### src/rtl/sync_delay_ctrl_pkg.sv
// rtl/sync_delay_ctrl_pkg.sv - shared state encoding and width helper for the sync delay controller
package sync_delay_ctrl_pkg;

    typedef enum logic [2:0] {
        ST_IDLE    = 3'd0,
        ST_ARM     = 3'd1,
        ST_MEASURE = 3'd2,
        ST_LOCKED  = 3'd3,
        ST_ERROR   = 3'd4
    } state_e;

    // Delay/pointer width for a ring of the given power-of-two depth.
    function automatic int calc_aw(input int depth);
        return (depth <= 2) ? 1 : $clog2(depth);
    endfunction

endpackage

### src/rtl/sync_delay_ctrl_if.sv
// rtl/sync_delay_ctrl_if.sv - sideband, marker and status signals of the sync delay controller
interface sync_delay_ctrl_if
    import sync_delay_ctrl_pkg::*;
#(
    parameter int N         = 3,
    parameter int MAX_DELAY = 64
);
    localparam int AW = calc_aw(MAX_DELAY);

    logic          ce;
    logic          start;
    logic          ref_in;
    logic          ref_out;
    logic [N-1:0]  in;
    logic [N-1:0]  out;
    logic [AW-1:0] delay;
    logic          busy;
    logic          locked;
    logic          error;

    modport master (
        output ce, start, ref_in, ref_out, in,
        input  out, delay, busy, locked, error
    );

    modport slave (
        input  ce, start, ref_in, ref_out, in,
        output out, delay, busy, locked, error
    );

endinterface

### src/rtl/sync_delay_ctrl_var_delay_line.sv
// rtl/sync_delay_ctrl_var_delay_line.sv - programmable ring-buffer delay with zero-delay bypass
module var_delay_line
    import sync_delay_ctrl_pkg::*;
#(
    parameter int  N         = 3,
    parameter int  MAX_DELAY = 64,
    localparam int AW        = calc_aw(MAX_DELAY)
) (
    input  logic          clk,
    input  logic          rst_n,
    input  logic          ce,
    input  logic [AW-1:0] delay,
    input  logic [N-1:0]  in,
    output logic [N-1:0]  out
);

    logic [N-1:0]  ring [MAX_DELAY];
    logic [AW-1:0] wp;
    logic [AW-1:0] rd_addr;

    always_ff @(posedge clk or negedge rst_n) begin
        if (!rst_n) begin
            wp <= '0;
            for (int i = 0; i < MAX_DELAY; i++) begin
                ring[i] <= '0;
            end
        end else if (ce) begin
            ring[wp] <= in;
            wp       <= wp + 1'b1;
        end
    end

    // Combinational read of the slot written D ce cycles ago; the current
    // ce cycle's write lands after this read, so D=1 sees last cycle's input.
    assign rd_addr = wp - delay;
    assign out     = (delay == '0) ? in : ring[rd_addr];

endmodule

### src/rtl/sync_delay_ctrl.sv
// rtl/sync_delay_ctrl.sv - measures chain latency from marker edges and delays sideband by it
module sync_delay_ctrl
    import sync_delay_ctrl_pkg::*;
#(
    parameter int N         = 3,
    parameter int MAX_DELAY = 64
) (
    input  logic              clk,
    input  logic              rst_n,
    sync_delay_ctrl_if.slave  bus
);

    localparam int AW   = calc_aw(MAX_DELAY);
    localparam int CW   = AW + 1;
    localparam logic [CW-1:0] CNT_LIMIT = CW'(MAX_DELAY);

    localparam logic [2:0] IDLE    = ST_IDLE;
    localparam logic [2:0] ARM     = ST_ARM;
    localparam logic [2:0] MEASURE = ST_MEASURE;
    localparam logic [2:0] LOCKED  = ST_LOCKED;
    localparam logic [2:0] ERROR   = ST_ERROR;

    logic [2:0]    state;
    logic [CW-1:0] cnt;
    logic [CW-1:0] cnt_inc;
    logic [AW-1:0] delay_q;
    logic          locked_q;
    logic          error_q;
    logic          ref_in_q;
    logic          ref_out_q;
    logic          in_rise;
    logic          out_rise;

    assign in_rise  = bus.ref_in  & ~ref_in_q;
    assign out_rise = bus.ref_out & ~ref_out_q;
    assign cnt_inc  = cnt + 1'b1;

    always_ff @(posedge clk or negedge rst_n) begin
        if (!rst_n) begin
            state     <= IDLE;
            cnt       <= '0;
            delay_q   <= '0;
            locked_q  <= 1'b0;
            error_q   <= 1'b0;
            ref_in_q  <= 1'b0;
            ref_out_q <= 1'b0;
        end else if (bus.ce) begin
            ref_in_q  <= bus.ref_in;
            ref_out_q <= bus.ref_out;
            case (state)
                IDLE, LOCKED, ERROR: begin
                    // The old delay keeps running until the next lock.
                    if (bus.start) begin
                        state    <= ARM;
                        locked_q <= 1'b0;
                        error_q  <= 1'b0;
                    end
                end
                ARM: begin
                    if (in_rise) begin
                        cnt <= '0;
                        if (out_rise) begin
                            delay_q  <= '0;
                            locked_q <= 1'b1;
                            state    <= LOCKED;
                        end else begin
                            state <= MEASURE;
                        end
                    end
                end
                MEASURE: begin
                    cnt <= cnt_inc;
                    if (out_rise) begin
                        delay_q  <= cnt_inc[AW-1:0];
                        locked_q <= 1'b1;
                        state    <= LOCKED;
                    end else if (cnt_inc == CNT_LIMIT) begin
                        error_q <= 1'b1;
                        state   <= ERROR;
                    end
                end
                default: state <= IDLE;
            endcase
        end
    end

    assign bus.delay  = delay_q;
    assign bus.busy   = (state == ARM) || (state == MEASURE);
    assign bus.locked = locked_q;
    assign bus.error  = error_q;

    var_delay_line #(
        .N         (N),
        .MAX_DELAY (MAX_DELAY)
    ) u_delay_line (
        .clk   (clk),
        .rst_n (rst_n),
        .ce    (bus.ce),
        .delay (delay_q),
        .in    (bus.in),
        .out   (bus.out)
    );

endmodule

### src/flat_wrapper.sv
// flat-port wrapper written by rule: the top's interface ports become plain ports
module sync_delay_ctrl_flat import sync_delay_ctrl_pkg::*;
#(
    parameter int N         = 3,
    parameter int MAX_DELAY = 64
)
  (clk, rst_n, bus_ce, bus_start, bus_ref_in, bus_ref_out, bus_in, bus_out, bus_delay, bus_busy, bus_locked, bus_error);
  sync_delay_ctrl_if #(.N(N), .MAX_DELAY(MAX_DELAY)) bus_i ();
  input  logic clk;
  input  logic rst_n;
  input wire logic [$bits(bus_i.ce)-1:0] bus_ce;
  input wire logic [$bits(bus_i.start)-1:0] bus_start;
  input wire logic [$bits(bus_i.ref_in)-1:0] bus_ref_in;
  input wire logic [$bits(bus_i.ref_out)-1:0] bus_ref_out;
  input wire logic [$bits(bus_i.in)-1:0] bus_in;
  output wire logic [$bits(bus_i.out)-1:0] bus_out;
  output wire logic [$bits(bus_i.delay)-1:0] bus_delay;
  output wire logic [$bits(bus_i.busy)-1:0] bus_busy;
  output wire logic [$bits(bus_i.locked)-1:0] bus_locked;
  output wire logic [$bits(bus_i.error)-1:0] bus_error;
  assign bus_i.ce = bus_ce;
  assign bus_i.start = bus_start;
  assign bus_i.ref_in = bus_ref_in;
  assign bus_i.ref_out = bus_ref_out;
  assign bus_i.in = bus_in;
  assign bus_out = bus_i.out;
  assign bus_delay = bus_i.delay;
  assign bus_busy = bus_i.busy;
  assign bus_locked = bus_i.locked;
  assign bus_error = bus_i.error;
  sync_delay_ctrl #(.N(N), .MAX_DELAY(MAX_DELAY)) u_core (.clk(clk), .rst_n(rst_n), .bus(bus_i));
endmodule
### config.mk
export PLATFORM = sky130hd
export DESIGN_NAME = sync_delay_ctrl_flat
export DESIGN_NICKNAME = d
export VERILOG_FILES = /design/src/rtl/sync_delay_ctrl_pkg.sv /design/src/rtl/sync_delay_ctrl_if.sv /design/src/rtl/sync_delay_ctrl_var_delay_line.sv /design/src/rtl/sync_delay_ctrl.sv /design/src/flat_wrapper.sv
export SDC_FILE = /design/constraint.sdc
export NUM_CORES = 1
export LEC_CHECK = 0
export ABC_AREA = 1
export CORE_MARGIN = 2
export CORE_UTILIZATION = 35
export CTS_CLUSTER_DIAMETER = 50
export CTS_CLUSTER_SIZE = 14
export DETAILED_ROUTE_END_ITERATION = 12
export PLACE_DENSITY = 0.51
export SLEW_MARGIN = 20
export SYNTH_ARGS = -nofsm -noshare
export SYNTH_HDL_FRONTEND = slang
export SYNTH_SLANG_ARGS = --single-unit
### constraint.sdc
create_clock -name clk -period 6.7 [get_ports clk]
set_input_delay 1.34 -clock clk [delete_from_list [all_inputs] [get_ports clk]]
set_output_delay 1.34 -clock clk [all_outputs]
set_load 0.05 [all_outputs]
# Yosys cells after proc, flatten, opt, wreduce, memory -nomap -nowiden

Cells that the tools add are included.

Flip-flop bits (word level): 218
Bits of input ports: 9
Output and inout bits: 12
Logic and storage cells: 135

$add $sub $neg: 3
Order comparisons: 3
Equality and inequality tests: 12
Mux-type cells: 26
Bitwise gates (word level): 6
Reductions and logical operators: 13

Operators by type and width:

| kind                  | number |
|---|---|
| $bwmux W192           | 1 |
| $mux W3               | 8 |
| $bmux W3 S6           | 1 |
| $demux W3 S6          | 1 |
| $mux W6               | 3 |
| $ge A7 B7 Y1 const B  | 2 |
| $not A6 Y7            | 2 |
| $pmux W7 S2           | 1 |
| $pmux W6 S2           | 1 |
| $reduce_and A5 Y1     | 2 |
| $pmux W3 S3           | 1 |
| $ne A2 B1 Y1 const B  | 4 |
| $reduce_and A4 Y1     | 2 |
| $add A7 B1 Y7 const B | 1 |
| $eq A7 B7 Y1 const B  | 1 |
| $lt A7 B1 Y1 const B  | 1 |
| $mux W7               | 1 |
| $add A6 B1 Y6 const B | 1 |
| $eq A3 B2 Y1 const B  | 2 |
| $logic_not A6 Y1      | 1 |
| $mux W1               | 6 |
| $sub A6 B6 Y6         | 1 |
| $ne A2 B2 Y1 const B  | 2 |
| $reduce_bool A2 Y1    | 2 |
| other kinds (13)      | 15 |

# Longest topological paths before layout

Gate-level depths: netlist of the first run.

Depth after elaboration: 6
Depth in mapped cells: 16
Mapped depth without buffers: 13

# Cells and area by module

From an unflattened synthesis of the first run, not the netlist that was laid out.

Cells, all modules: 1463
Area total of the unflattened synthesis: 10896.7 um^2

Modules (own cells, without submodules):

| module          | times used | cells an instance | area each (um^2) | sequential area each (um^2) |
|---|---|---|---|---|
| var_delay_line  | 1          | 1333              | 9849.4           | 4954.8 |
| sync_delay_ctrl | 1          | 130               | 1047.3           | 500.5 |

# Worst setup path after synthesis of the first run

OpenSTA, ideal clock, no wires.

Path kind: flip-flop to output port
Start: register u_core.delay_q[0] (netlist: u_core.bus.delay[0])
End: output bus_out[0]
Data arrival time: 2.654 ns
Data required time: 5.360 ns
Path slack: 2.706 ns
Cell stages (with the launch flop): 13
Buffers on the path: 2
Cell sequence: dfrtp_1 -> ha_1 -> fa_1 -> buf_2 -> buf_1 -> nand2_1 -> o21ai_0 -> nand2_1 -> nand3_1 -> nand3_1 -> nand3_1 -> nand3_1 -> nand2_1

Word-level cells in the longest chain between the ends: 6
Elaborated cells on any way between the ends: 7
Those cells by class: add/sub: 1; mux: 4; bitwise: 1; reduce/logical: 1

RTL lines:

| item                                       | line                                 | text |
|---|---|---|
| from (decl)                                | sync_delay_ctrl.sv:26                | `logic [AW-1:0] delay_q;` |
| from (signal assigned)                     | sync_delay_ctrl.sv:74                | `delay_q <= cnt_inc[AW-1:0];` |
| $sub A6 B6 Y6                              | sync_delay_ctrl_var_delay_line.sv:35 | `assign rd_addr = wp - delay;` |
| $not A6 Y7 (not written as such)           | sync_delay_ctrl_var_delay_line.sv:36 | `assign out = (delay == '0) ? in : ring[rd_addr];` |
| $bmux W3 S6                                | sync_delay_ctrl_var_delay_line.sv:36 |  |
| $mux W3 (not written as such) (2 in a row) | sync_delay_ctrl_var_delay_line.sv:36 |  |
| $mux W3 *                                  | sync_delay_ctrl_var_delay_line.sv:36 |  |
| to (decl)                                  | flat_wrapper.sv:16                   | `output wire logic [$bits(bus_i.out)-1:0] bus_out;` |

Every way passes the cells marked *; elsewhere a longest branch is shown, timed or not. The select of a mux whose other input is x is not followed.

# Worst setup path after layout of the first run

Start: register u_core.u_delay_line.wp[0]
End: output bus_out[0]

Word-level cells in the longest chain between the ends: 6

RTL lines:

| item                                       | line                                 | text |
|---|---|---|
| from (decl)                                | sync_delay_ctrl_var_delay_line.sv:18 | `logic [AW-1:0] wp;` |
| from (signal assigned)                     | sync_delay_ctrl_var_delay_line.sv:29 | `wp <= wp + 1'b1;` |
| $sub A6 B6 Y6                              | sync_delay_ctrl_var_delay_line.sv:35 |  |
| $not A6 Y7 (not written as such)           | sync_delay_ctrl_var_delay_line.sv:36 |  |
| $bmux W3 S6                                | sync_delay_ctrl_var_delay_line.sv:36 |  |
| $mux W3 (not written as such) (2 in a row) | sync_delay_ctrl_var_delay_line.sv:36 |  |
| $mux W3                                    | sync_delay_ctrl_var_delay_line.sv:36 |  |

No other way between the ends. The select of a mux whose other input is x is not followed.

==> metrics.txt, run 1 <==
Max Fanout on Critical Path=58; total number of yosys warnings=0; number of buffers inserted to repair setup after CTS=0; number of vias after detailed routing=approximately 9400; cell with the largest stage delay on the worst path=sky130_fd_sc_hd__clkdlybuf4s50_1; Initial Utilization=35.6%; layout cell share with drive strength beyond 1=between 6 and 7%; Startpoint Class=flip-flop; worst setup slack before clock tree synthesis=1.33 ns; Resized cells post-CTS=0; post-synthesis instance area=10900 µm²; highest routed layer=met4; run status=finished, final reports clean; first-pass detailed-route iteration total=5; number of global-route vias before repair=9186; total negative setup slack=0 ns; peak per-stage delay on the critical path=0.82 ns; Design Area, Final=12700 µm²; synthesized area per cell=7.42 µm²; number of instances on the worst hold path=2; M1 wire length=15200 µm; wire per inst=16.5 µm; endpoints failing setup=0; Util after Layout=41.3%; routed via count divided by cell count=between 4 and 5; # Max-Cap Violations=0; clock tree from TritonCTS=yes; cell count after synthesis=1473; DP Area=11500 µm²; largest net degree at the start of global routing=~100; routed length on met3=between 1000 and 1500 µm; WL final=between 30000 and 40000 µm; Total Power Consumption=7.47 mW; LEAKAGE=5.97 nW; H-tree Lvls=2; clock tree buffer depth=3; placed insts=1840; CTS Hold Buffers Added=0; total global routing track utilization=19.7%; Final Wtd Congestion=around 0.84; Clock transition at path regs=about 0.05 ns; critical path data required time=roughly 5.4 ns; cells along the critical path=inv_1 > ha_4 > clkinv_2 > buf_4 > nand2_1 > nand3_1 > nand2_1 > nand2_1 > nand3_1 > nand3_1 > nand3_1 > nand3_1 > nand2_1 > clkdlybuf4s50_1; Fin Clk Skew=roughly 0.015 ns; Synth area leaders=sky130_fd_sc_hd__dfrtp_1 50%, sky130_fd_sc_hd__nand2_1 21%, sky130_fd_sc_hd__o21ai_0 10%; floorplan die width=181 µm; crit path capture type=output pin; FF+latch count, synth=218; Crit Path Category=reg -> out; hold crit path type=reg -> reg; antenna violations before repair=0; number of I/O port buffers=20; power density over the cells=just under 600 nW/µm²; Detail Route met2 WL=roughly 14000 µm; Die Span Y=181 µm; Mapped Nets=approximately 1500; period utilization=90.9%; std cell rows=64; DRC violation count after routing=0; number of sinks on the clock net=218; number of diodes added for antenna fixing=0; minimum period implied by the final worst setup slack=about 6 ns; Slew @ Worst Pin=1.13 ns; area share of the largest cell type after synthesis=about half; filler-free cell count of the finished design=1901; RSZ-0062 raised after global routing=false; portion of the post-synthesis area used by sequential elements=49.9%; worst endpoint data arrival time=4.75 ns; unique cell type count in the Yosys netlist=34; Most Frequent Cell on Critical Path=sky130_fd_sc_hd__nand3_1; highest clock rate=164 MHz; number of buffers created by CTS=34; DRT iter0 DRCs=648; source-to-sink clock delay at the later pin of the worst-skew pair=between 0.5 and 0.6 ns; maximum vdd ir drop=0.000308 V; root buffer cell=sky130_fd_sc_hd__clkbuf_16; hpwl dp=19700 µm; Max transition margin=24.2%; worst hold margin=0.483 ns; area growth from synthesis to layout=15.8%; Core Region=30700 µm²; NumNets Final=approximately 1500; hold violation count in the final report=0; total die area=32600 µm²; IO Count=21; logic depth of the worst register-to-register path=5; first-pass GRT wire length=51600 µm; Routed Antenna Nets=0; overflow left after global routing=0; number of slew-limit violations in the final report=0; Setup WS post-layout=0.609 ns; library cell occupying the most area in the post-synthesis netlist=sky130_fd_sc_hd__dfrtp_1
-- routing by layer --
| layer | vias up | GRT usage [%] |
|---|---|---|
| li1 | 4713 | - |
| met2 | 184 | 31.4 |
| met3 | 52 | 2.81 |
| met4 | 0 | 6.00 |
| met5 | - | 0 |
| met1 | 4421 | 27.9 |
-- report_power, final --
| group | internal, mW | total (mW) | switching, mW |
|---|---|---|---|
| registers | 1.70 | 1.96 | 0.255 |
| logic | 1.09 | 3.65 | 2.56 |
| clock network | 1.20 | 1.87 | 0.663 |
-- synthesized netlist by cell type --
| master | instances |
|---|---|
| sky130_fd_sc_hd__xnor2_1 | 2 |
| sky130_fd_sc_hd__fa_1 | 1 |
| sky130_fd_sc_hd__nor2_2 | 3 |
| sky130_fd_sc_hd__nand4_1 | 5 |
| sky130_fd_sc_hd__nor3b_1 | 1 |
| sky130_fd_sc_hd__nor4_4 | 1 |
| sky130_fd_sc_hd__a21boi_0 | 1 |
| sky130_fd_sc_hd__xnor2_2 | 1 |
| sky130_fd_sc_hd__inv_2 | 3 |
| sky130_fd_sc_hd__o211ai_1 | 3 |
| sky130_fd_sc_hd__nor2_1 | 53 |
| sky130_fd_sc_hd__nor3_2 | 6 |
| sky130_fd_sc_hd__nor3_1 | 5 |
| sky130_fd_sc_hd__clkbuf_1 | 27 |
| sky130_fd_sc_hd__a21oi_1 | 8 |
| sky130_fd_sc_hd__o22ai_1 | 1 |
| sky130_fd_sc_hd__buf_2 | 28 |
| sky130_fd_sc_hd__inv_1 | 132 |
| sky130_fd_sc_hd__o21ai_1 | 7 |
| sky130_fd_sc_hd__a21o_1 | 1 |
| sky130_fd_sc_hd__nor4_2 | 1 |
| sky130_fd_sc_hd__and2_1 | 1 |
| sky130_fd_sc_hd__buf_4 | 3 |
| sky130_fd_sc_hd__o21ai_0 | 220 |
| sky130_fd_sc_hd__nand2_1 | 605 |
| sky130_fd_sc_hd__nand2_2 | 1 |
| sky130_fd_sc_hd__ha_1 | 7 |
| sky130_fd_sc_hd__xor2_1 | 6 |
| sky130_fd_sc_hd__nor3_4 | 1 |
| sky130_fd_sc_hd__o211a_1 | 1 |
| sky130_fd_sc_hd__dfrtp_1 | 218 |
| sky130_fd_sc_hd__or2_2 | 1 |
| sky130_fd_sc_hd__nand3_1 | 117 |
| sky130_fd_sc_hd__buf_1 | 2 |
-- final cells by class --
type / count / area, µm²
clock inverters: 17 / 251
multi-input cells: 1060 / 4710
flip-flops and latches: 218 / 5460
repair buffers: 31 / 288
fillers: 3216 / 18000
clock buffers: 44 / 948
inverters: 135 / 508
well taps: 396 / 495
-- cells in the final DEF, fill, tap and decap left out, types with 4 or more instances in the layout --
master / instances
sky130_fd_sc_hd__bufinv_16: 5
sky130_fd_sc_hd__o21ai_0: 220
sky130_fd_sc_hd__ha_1: 6
sky130_fd_sc_hd__buf_4: 11
sky130_fd_sc_hd__clkinv_2: 4
sky130_fd_sc_hd__a21oi_1: 8
sky130_fd_sc_hd__dfrtp_1: 218
sky130_fd_sc_hd__clkbuf_1: 4
sky130_fd_sc_hd__nor3_2: 6
sky130_fd_sc_hd__clkdlybuf4s50_1: 19
sky130_fd_sc_hd__nand3_1: 117
sky130_fd_sc_hd__xor2_1: 6
sky130_fd_sc_hd__inv_1: 129
sky130_fd_sc_hd__nor2_1: 53
sky130_fd_sc_hd__inv_6: 5
sky130_fd_sc_hd__inv_2: 5
sky130_fd_sc_hd__clkbuf_8: 6
sky130_fd_sc_hd__nand2_1: 605
sky130_fd_sc_hd__nand4_1: 5
sky130_fd_sc_hd__nor3_1: 5
sky130_fd_sc_hd__o21ai_1: 7
sky130_fd_sc_hd__clkbuf_16: 34
-- path summary, 6_finish.rpt --
check	end	from	slack, ns
min in group asynchronous	u_core.u_delay_line.ring[146]	rst_n	0.85
hold reg to reg	u_core.u_delay_line.ring[86]	u_core.u_delay_line.ring[86]	0.48
setup / recovery	bus_out[0]	u_core.u_delay_line.wp[0]	0.61
setup reg to reg	u_core.u_delay_line.ring[103]	u_core.u_delay_line.wp[0]	4.28
max in group asynchronous	u_core.ref_out_q	rst_n	4.56
hold / removal	u_core.u_delay_line.ring[86]	u_core.u_delay_line.ring[86]	0.48
-- flip-flops by register name, indices dropped and copies added (netlist names) --
| register | cells |
|---|---|
| u_core.u_delay_line.ring | 192 |
| u_core.cnt | 7 |
| u_core.bus.delay | 6 |
| u_core.u_delay_line.wp | 6 |
| u_core.state | 3 |
| u_core.bus.error | 1 |
| u_core.bus.locked | 1 |
| u_core.ref_in_q | 1 |
| u_core.ref_out_q | 1 |
-- cells by family (layout without fill, tap and decap cells) --
group                      Yosys count  count (layout)  synth area share (%)
and+or+nand+nor                    801             801                  29.9
buffers and inverters              195             227                  7.12
adders and majority gates            8               8                 0.985
AOI/OAI and AO/OA                  242             242                  11.3
xor gates and xnor gates             9               9                 0.790
DFF                                218             218                  49.9
-- critical path: cells and delay by family, from the launching register on --
kind | cells | cell delay (ns)
fa+ha+maj | 1 | 0.46
buf+inv | 4 | 2.31
flops | 1 | 0.61
simple gates | 9 | 0.84
Note: power is estimated with default switching activity, not from simulation.
==> inputs of run 2 (changes only) <==
CORE_UTILIZATION = 60   (was 35)
PLACE_DENSITY = 0.78   (was 0.51)
==> metrics.txt, run 2 (same netlist as run 1, synthesis figures left out) <==
sw frac=48.2%; Clock transition at path regs=0.06 ns; maximum vdd ir drop=0.000456 V; run status=finished, final reports clean; total global routing track utilization=29.5%; endpoints failing setup=0; number of vias after detailed routing=9632; number of sinks on the clock net=218; Initial Utilization=61.0%; H-tree Lvls=1; leading cell type in the layout, fill and taps excluded=sky130_fd_sc_hd__nand2_1; combinational group share of total power=52.2%; period utilization=90.8%; Total Power Consumption=6.87 mW; number of I/O port buffers=20; DRT iter0 DRCs=around 1000; source-to-sink clock delay at the later pin of the worst-skew pair=roughly 0.53 ns; root buffer cell=sky130_fd_sc_hd__clkbuf_16; LEAKAGE=5.77 nW; # Max-Cap Violations=0; highest clock rate=164 MHz; worst hold margin=0.482 ns; hold crit path type=reg -> reg; Startpoint Class=flip-flop; RSZ-0062 raised after global routing=false; number of buffers inserted to repair setup after CTS=0; hold violation count in the final report=0; number of global-route vias before repair=9057; Most flops, register=u_core.u_delay_line.ring; cells along the critical path=inv_1 > ha_4 > fa_2 > inv_1 > buf_4 > o21ai_0 > o21ai_0 > nand2_1 > nand3_1 > nand3_1 > nand3_1 > nand3_1 > nand2_1 > clkdlybuf4s50_1; Core Region=17900 µm²; Max Fanout on Critical Path=25; clock tree from TritonCTS=yes; NumNets Final=1489; overflow left after global routing=0; Crit Path Category=reg -> out; critical path data required time=5.36 ns; worst setup slack before clock tree synthesis=1.26 ns; first-pass detailed-route iteration total=6; DRC violation count after routing=0; number of buffers created by CTS=25; max reg flops=192; Die Span Y=139 µm; Final Wtd Congestion=roughly 0.9; internal power consumption=~3.6 mW; Routed Antenna Nets=0; most used cells in the layout excluding fill and tap cells=605 x sky130_fd_sc_hd__nand2_1, 220 x sky130_fd_sc_hd__o21ai_0, 218 x sky130_fd_sc_hd__dfrtp_1; Clk pwr share=around a fifth; Resized cells post-CTS=0; area growth from synthesis to layout=10.3%; layout cell share with drive strength beyond 1=roughly 5.0%; crit path capture type=output pin; antenna violations before repair=0; wire per inst=16.2 µm; IO Count=21; floorplan die width=139 µm; largest net degree at the start of global routing=122; Fin Clk Skew=roughly 0.015 ns; WL final=27700 µm; first-pass GRT wire length=46400 µm; power density over the cells=~570 nW/µm²; Slew @ Worst Pin=between 0.9 and 1 ns; Setup WS post-layout=between 0.6 and 0.7 ns; worst endpoint data arrival time=4.75 ns; cell with the largest stage delay on the worst path=sky130_fd_sc_hd__clkdlybuf4s50_1; largest registers=u_core.u_delay_line.ring: 192 flops, u_core.cnt: 7 flops; hpwl dp=17900 µm; Max transition margin=33.4%; number of slew-limit violations in the final report=0; total die area=19300 µm²; CTS Hold Buffers Added=0; peak per-stage delay on the critical path=0.80 ns; clock tree buffer depth=3; total negative setup slack=0 ns; Most Frequent Cell on Critical Path=sky130_fd_sc_hd__nand3_1; number of diodes added for antenna fixing=0; minimum period implied by the final worst setup slack=6.09 ns; sequential power share=28.5%; routed via count divided by cell count=5.61; std cell rows=49; switching power summed over all nets=3.31 mW
-- run 2: changes by cell type in the layout (fill, tap and decap cells not counted), sizes merged --
cell	before	now
clkinv	8	7
clkbuf	44	31
clkinvlp	0	3
bufinv	5	1
inv	139	137
-- run 2: layout make-up --
class | instances | area, µm²
fill | 1520 | 5860
clock inverter | 13 | 123
tap | 229 | 287
multi-input combinational | 1060 | 4710
clock buffer | 30 | 674
inverter | 135 | 507
sequential | 218 | 5460
timing repair buffer | 32 | 294
-- run 2: metrics by stage --
| stage | cells | instance area, µm² | util, % |
|---|---|---|---|
| 6_report | 1717 | 12000 | 67.3 |
| 5_1_grt | 1717 | 12000 | 67.3 |
| 4_1_cts | 1717 | 12000 | 67.3 |
| 3_5_place_dp | 1674 | 11200 | 62.8 |
| 3_3_place_gp | 1674 | 11200 | 62.8 |
| 2_1_floorplan | 1473 | 10900 | - |
-- run 2: metal layers --
metal / track usage, % / vias to the layer above / routed length [µm]
met3: 4.32 / 79 / 1870
met2: 46.3 / 323 / 12900
met5: 0 / - / 0
li1: - / 4672 / -
met4: 10.5 / 0 / 971
met1: 42.4 / 4558 / 12000
-- run 2: power groups by stage --
| stage | combinational, mW | sequential [mW] | clock [mW] |
|---|---|---|---|
| detailed placement | 3.52 | 1.97 | 0 |
| global route | 4.01 | 2.01 | 1.39 |
| floorplan | 2.60 | 1.93 | 0 |
| CTS | 3.54 | 1.95 | 1.34 |
| finish | 3.59 | 1.96 | 1.32 |
| global placement | 3.48 | 1.96 | 0 |
-- run 2: critical path: cells and delay by family (launching register included) --
kind	cells	cell delay [ns]
buffers and inverters	4	2.13
AO/OA/AOI/OAI	2	0.31
AND/OR/NAND/NOR	6	0.52
flip-flops	1	0.64
adder cells (fa/ha/maj)	2	0.62
-- run 2: worst paths after layout --
check / startpoint / to / slack, ns / cells past startpoint
min in group asynchronous: rst_n / u_core.u_delay_line.ring[80] / 0.92 / 1
worst max register to register: u_core.u_delay_line.wp[0] / u_core.u_delay_line.ring[156] / 4.47 / 5
worst min register to register: u_core.u_delay_line.ring[56] / u_core.u_delay_line.ring[56] / 0.48 / 2
worst min-delay path: u_core.u_delay_line.ring[56] / u_core.u_delay_line.ring[56] / 0.48 / 2
worst max-delay path: u_core.u_delay_line.wp[0] / bus_out[1] / 0.61 / 14
max in group asynchronous: rst_n / u_core.u_delay_line.ring[61] / 4.41 / 2
==> inputs of run 3 (changes only) <==
CORE_UTILIZATION = 57   (was 60)
clock period = 5.05 ns   (was 6.7 ns; I/O delays follow)
==> metrics.txt, run 3 (same netlist as run 1, synthesis figures left out) <==
Design Area, Final=12200 µm²; Initial Utilization=about three fifths; number of buffers created by CTS=26; WL final=28900 µm; worst endpoint data arrival time=about 3.8 ns; Max Fanout on Critical Path=30; Clock transition at path regs=0.06 ns; number of diodes added for antenna fixing=0; RSZ-0062 raised after global routing=false; std cell rows=50; DRT iter0 DRCs=974; Fin Clk Skew=0.0185 ns; number of global-route vias before repair=between 9000 and 10000; hpwl dp=18500 µm; total negative setup slack=0 ns; internal power consumption=4.93 mW; area growth from synthesis to layout=11.4%; switching power summed over all nets=4.50 mW; H-tree Lvls=1; period utilization=94.3%; largest registers=u_core.u_delay_line.ring: 192 flops, u_core.cnt: 7 flops; source-to-sink clock delay at the later pin of the worst-skew pair=0.54 ns; Total Power Consumption=9.43 mW; # Max-Cap Violations=0; antenna violations before repair=0; IO Count=21; hold crit path type=reg -> reg; combinational group share of total power=53.2%; NumNets Final=between 1000 and 1500; max reg flops=around 190; number of sinks on the clock net=218; wire per inst=16.7 µm; DP Area=roughly 11000 µm²; Final Wtd Congestion=0.931; minimum period implied by the final worst setup slack=4.76 ns; maximum vdd ir drop=0.000578 V; Core Region=between 15000 and 20000 µm²; clock tree buffer depth=3; total die area=20300 µm²; leading cell type in the layout, fill and taps excluded=sky130_fd_sc_hd__nand2_1; critical path data required time=4.04 ns; total global routing track utilization=29.3%; routed via count divided by cell count=around 5.6; sw frac=between 40% and 50%; DRC violation count after routing=0; Most flops, register=u_core.u_delay_line.ring; number of vias after detailed routing=9691; layout cell share with drive strength beyond 1=under 10%; sequential power share=27.7%; Clk pwr share=a little under a fifth; most used cells in the layout excluding fill and tap cells=605 x sky130_fd_sc_hd__nand2_1, 220 x sky130_fd_sc_hd__o21ai_0, 218 x sky130_fd_sc_hd__dfrtp_1; Routed Antenna Nets=0; first-pass detailed-route iteration total=7; Crit Path Category=reg -> out; hold violation count in the final report=0; overflow left after global routing=0; number of I/O port buffers=20; LEAKAGE=5.82 nW; CTS Hold Buffers Added=0; Max transition margin=32.6%; crit path capture type=output pin; root buffer cell=sky130_fd_sc_hd__clkbuf_16; Die Span Y=142 µm; floorplan die width=142 µm; first-pass GRT wire length=47400 µm; clock tree from TritonCTS=yes; power density over the cells=between 700 and 800 nW/µm²; number of slew-limit violations in the final report=0; run status=finished, final reports clean; Startpoint Class=flip-flop; highest clock rate=210 MHz; largest net degree at the start of global routing=~120; endpoints failing setup=0; Slew @ Worst Pin=1.01 ns
run 3: cell types whose count changed in the layout (fill, tap and decap cells not counted), moves of 2 or more:
cell,previous run,this run
sky130_fd_sc_hd__clkdlybuf4s50_1,19,16
sky130_fd_sc_hd__buf_12,0,5
sky130_fd_sc_hd__buf_4,12,14
sky130_fd_sc_hd__clkinv_4,3,0
sky130_fd_sc_hd__clkbuf_16,25,27
sky130_fd_sc_hd__clkbuf_8,4,2
run 3: cell type report:
class / instances / area [µm²]
Clock buffer: 31 / 701
Clock inverter: 13 / 124
Fill cell: 1565 / 6600
Inverter: 135 / 507
Multi-Input combinational cell: 1060 / 4710
Sequential cell: 218 / 5460
Tap cell: 234 / 293
Timing Repair Buffer: 36 / 379
run 3: timing repair:
action                     CTS  global route
gates resized for setup      0             0
setup endpoints to repair    0             3
setup buffers                0             1
run 3: power groups by stage:
stage | Combinational (mW) | Sequential, mW | Clock, mW
6_report | 5.01 | 2.61 | 1.80
5_1_grt | 5.55 | 2.67 | 1.90
4_1_cts | 4.91 | 2.60 | 1.83
3_5_place_dp | 4.88 | 2.61 | 0
3_3_place_gp | 4.79 | 2.61 | 0
2_1_floorplan | 3.44 | 2.56 | 0
run 3: path summary, 6_finish.rpt:
kind / endpoint / from / cells past startpoint / slack, ns
min reg2reg: u_core.u_delay_line.ring[33] / u_core.u_delay_line.ring[33] / 2 / 0.48
max: bus_out[1] / u_core.u_delay_line.wp[0] / 14 / 0.29
min in group asynchronous: u_core.u_delay_line.ring[129] / rst_n / 1 / 0.59
min: u_core.u_delay_line.ring[33] / u_core.u_delay_line.ring[33] / 2 / 0.48
max in group asynchronous: u_core.u_delay_line.ring[5] / rst_n / 2 / 3.43
max reg2reg: u_core.u_delay_line.ring[156] / u_core.u_delay_line.wp[3] / 5 / 2.80
run 3: through the flow:
step,instances,util [%],hold WS [ns],setup slack [ns]
after floorplan,1473,-,0.448,1.39
after detailed placement,1682,60.4,0.468,0.798
after global placement,1682,60.4,0.461,0.915
final,1727,64.8,0.485,0.288
after global routing,1727,64.8,0.501,0.0517
after CTS,1726,64.8,0.483,0.226
run 3: routing by layer:
layer	global-route usage, %	vias to the layer above	routed length [µm]
met5	0	-	0
met4	9.02	0	840
met3	6.46	63	2290
met2	47.5	435	13500
met1	39.7	4509	12300
li1	-	4684	-
run 3: worst max-delay path, stage by stage, from the launching register on:
cell	delay [ns]
sky130_fd_sc_hd__dfrtp_1	0.61
sky130_fd_sc_hd__inv_1	0.20
sky130_fd_sc_hd__ha_4	0.21
sky130_fd_sc_hd__fa_2	0.62
sky130_fd_sc_hd__inv_1	0.13
sky130_fd_sc_hd__buf_4	0.33
sky130_fd_sc_hd__nand2_1	0.10
sky130_fd_sc_hd__o21ai_0	0.22
sky130_fd_sc_hd__nand2_1	0.08
sky130_fd_sc_hd__nand3_1	0.09
sky130_fd_sc_hd__nand3_1	0.10
sky130_fd_sc_hd__nand3_1	0.11
sky130_fd_sc_hd__nand3_1	0.07
sky130_fd_sc_hd__nand2_1	0.17
sky130_fd_sc_hd__buf_12	0.16
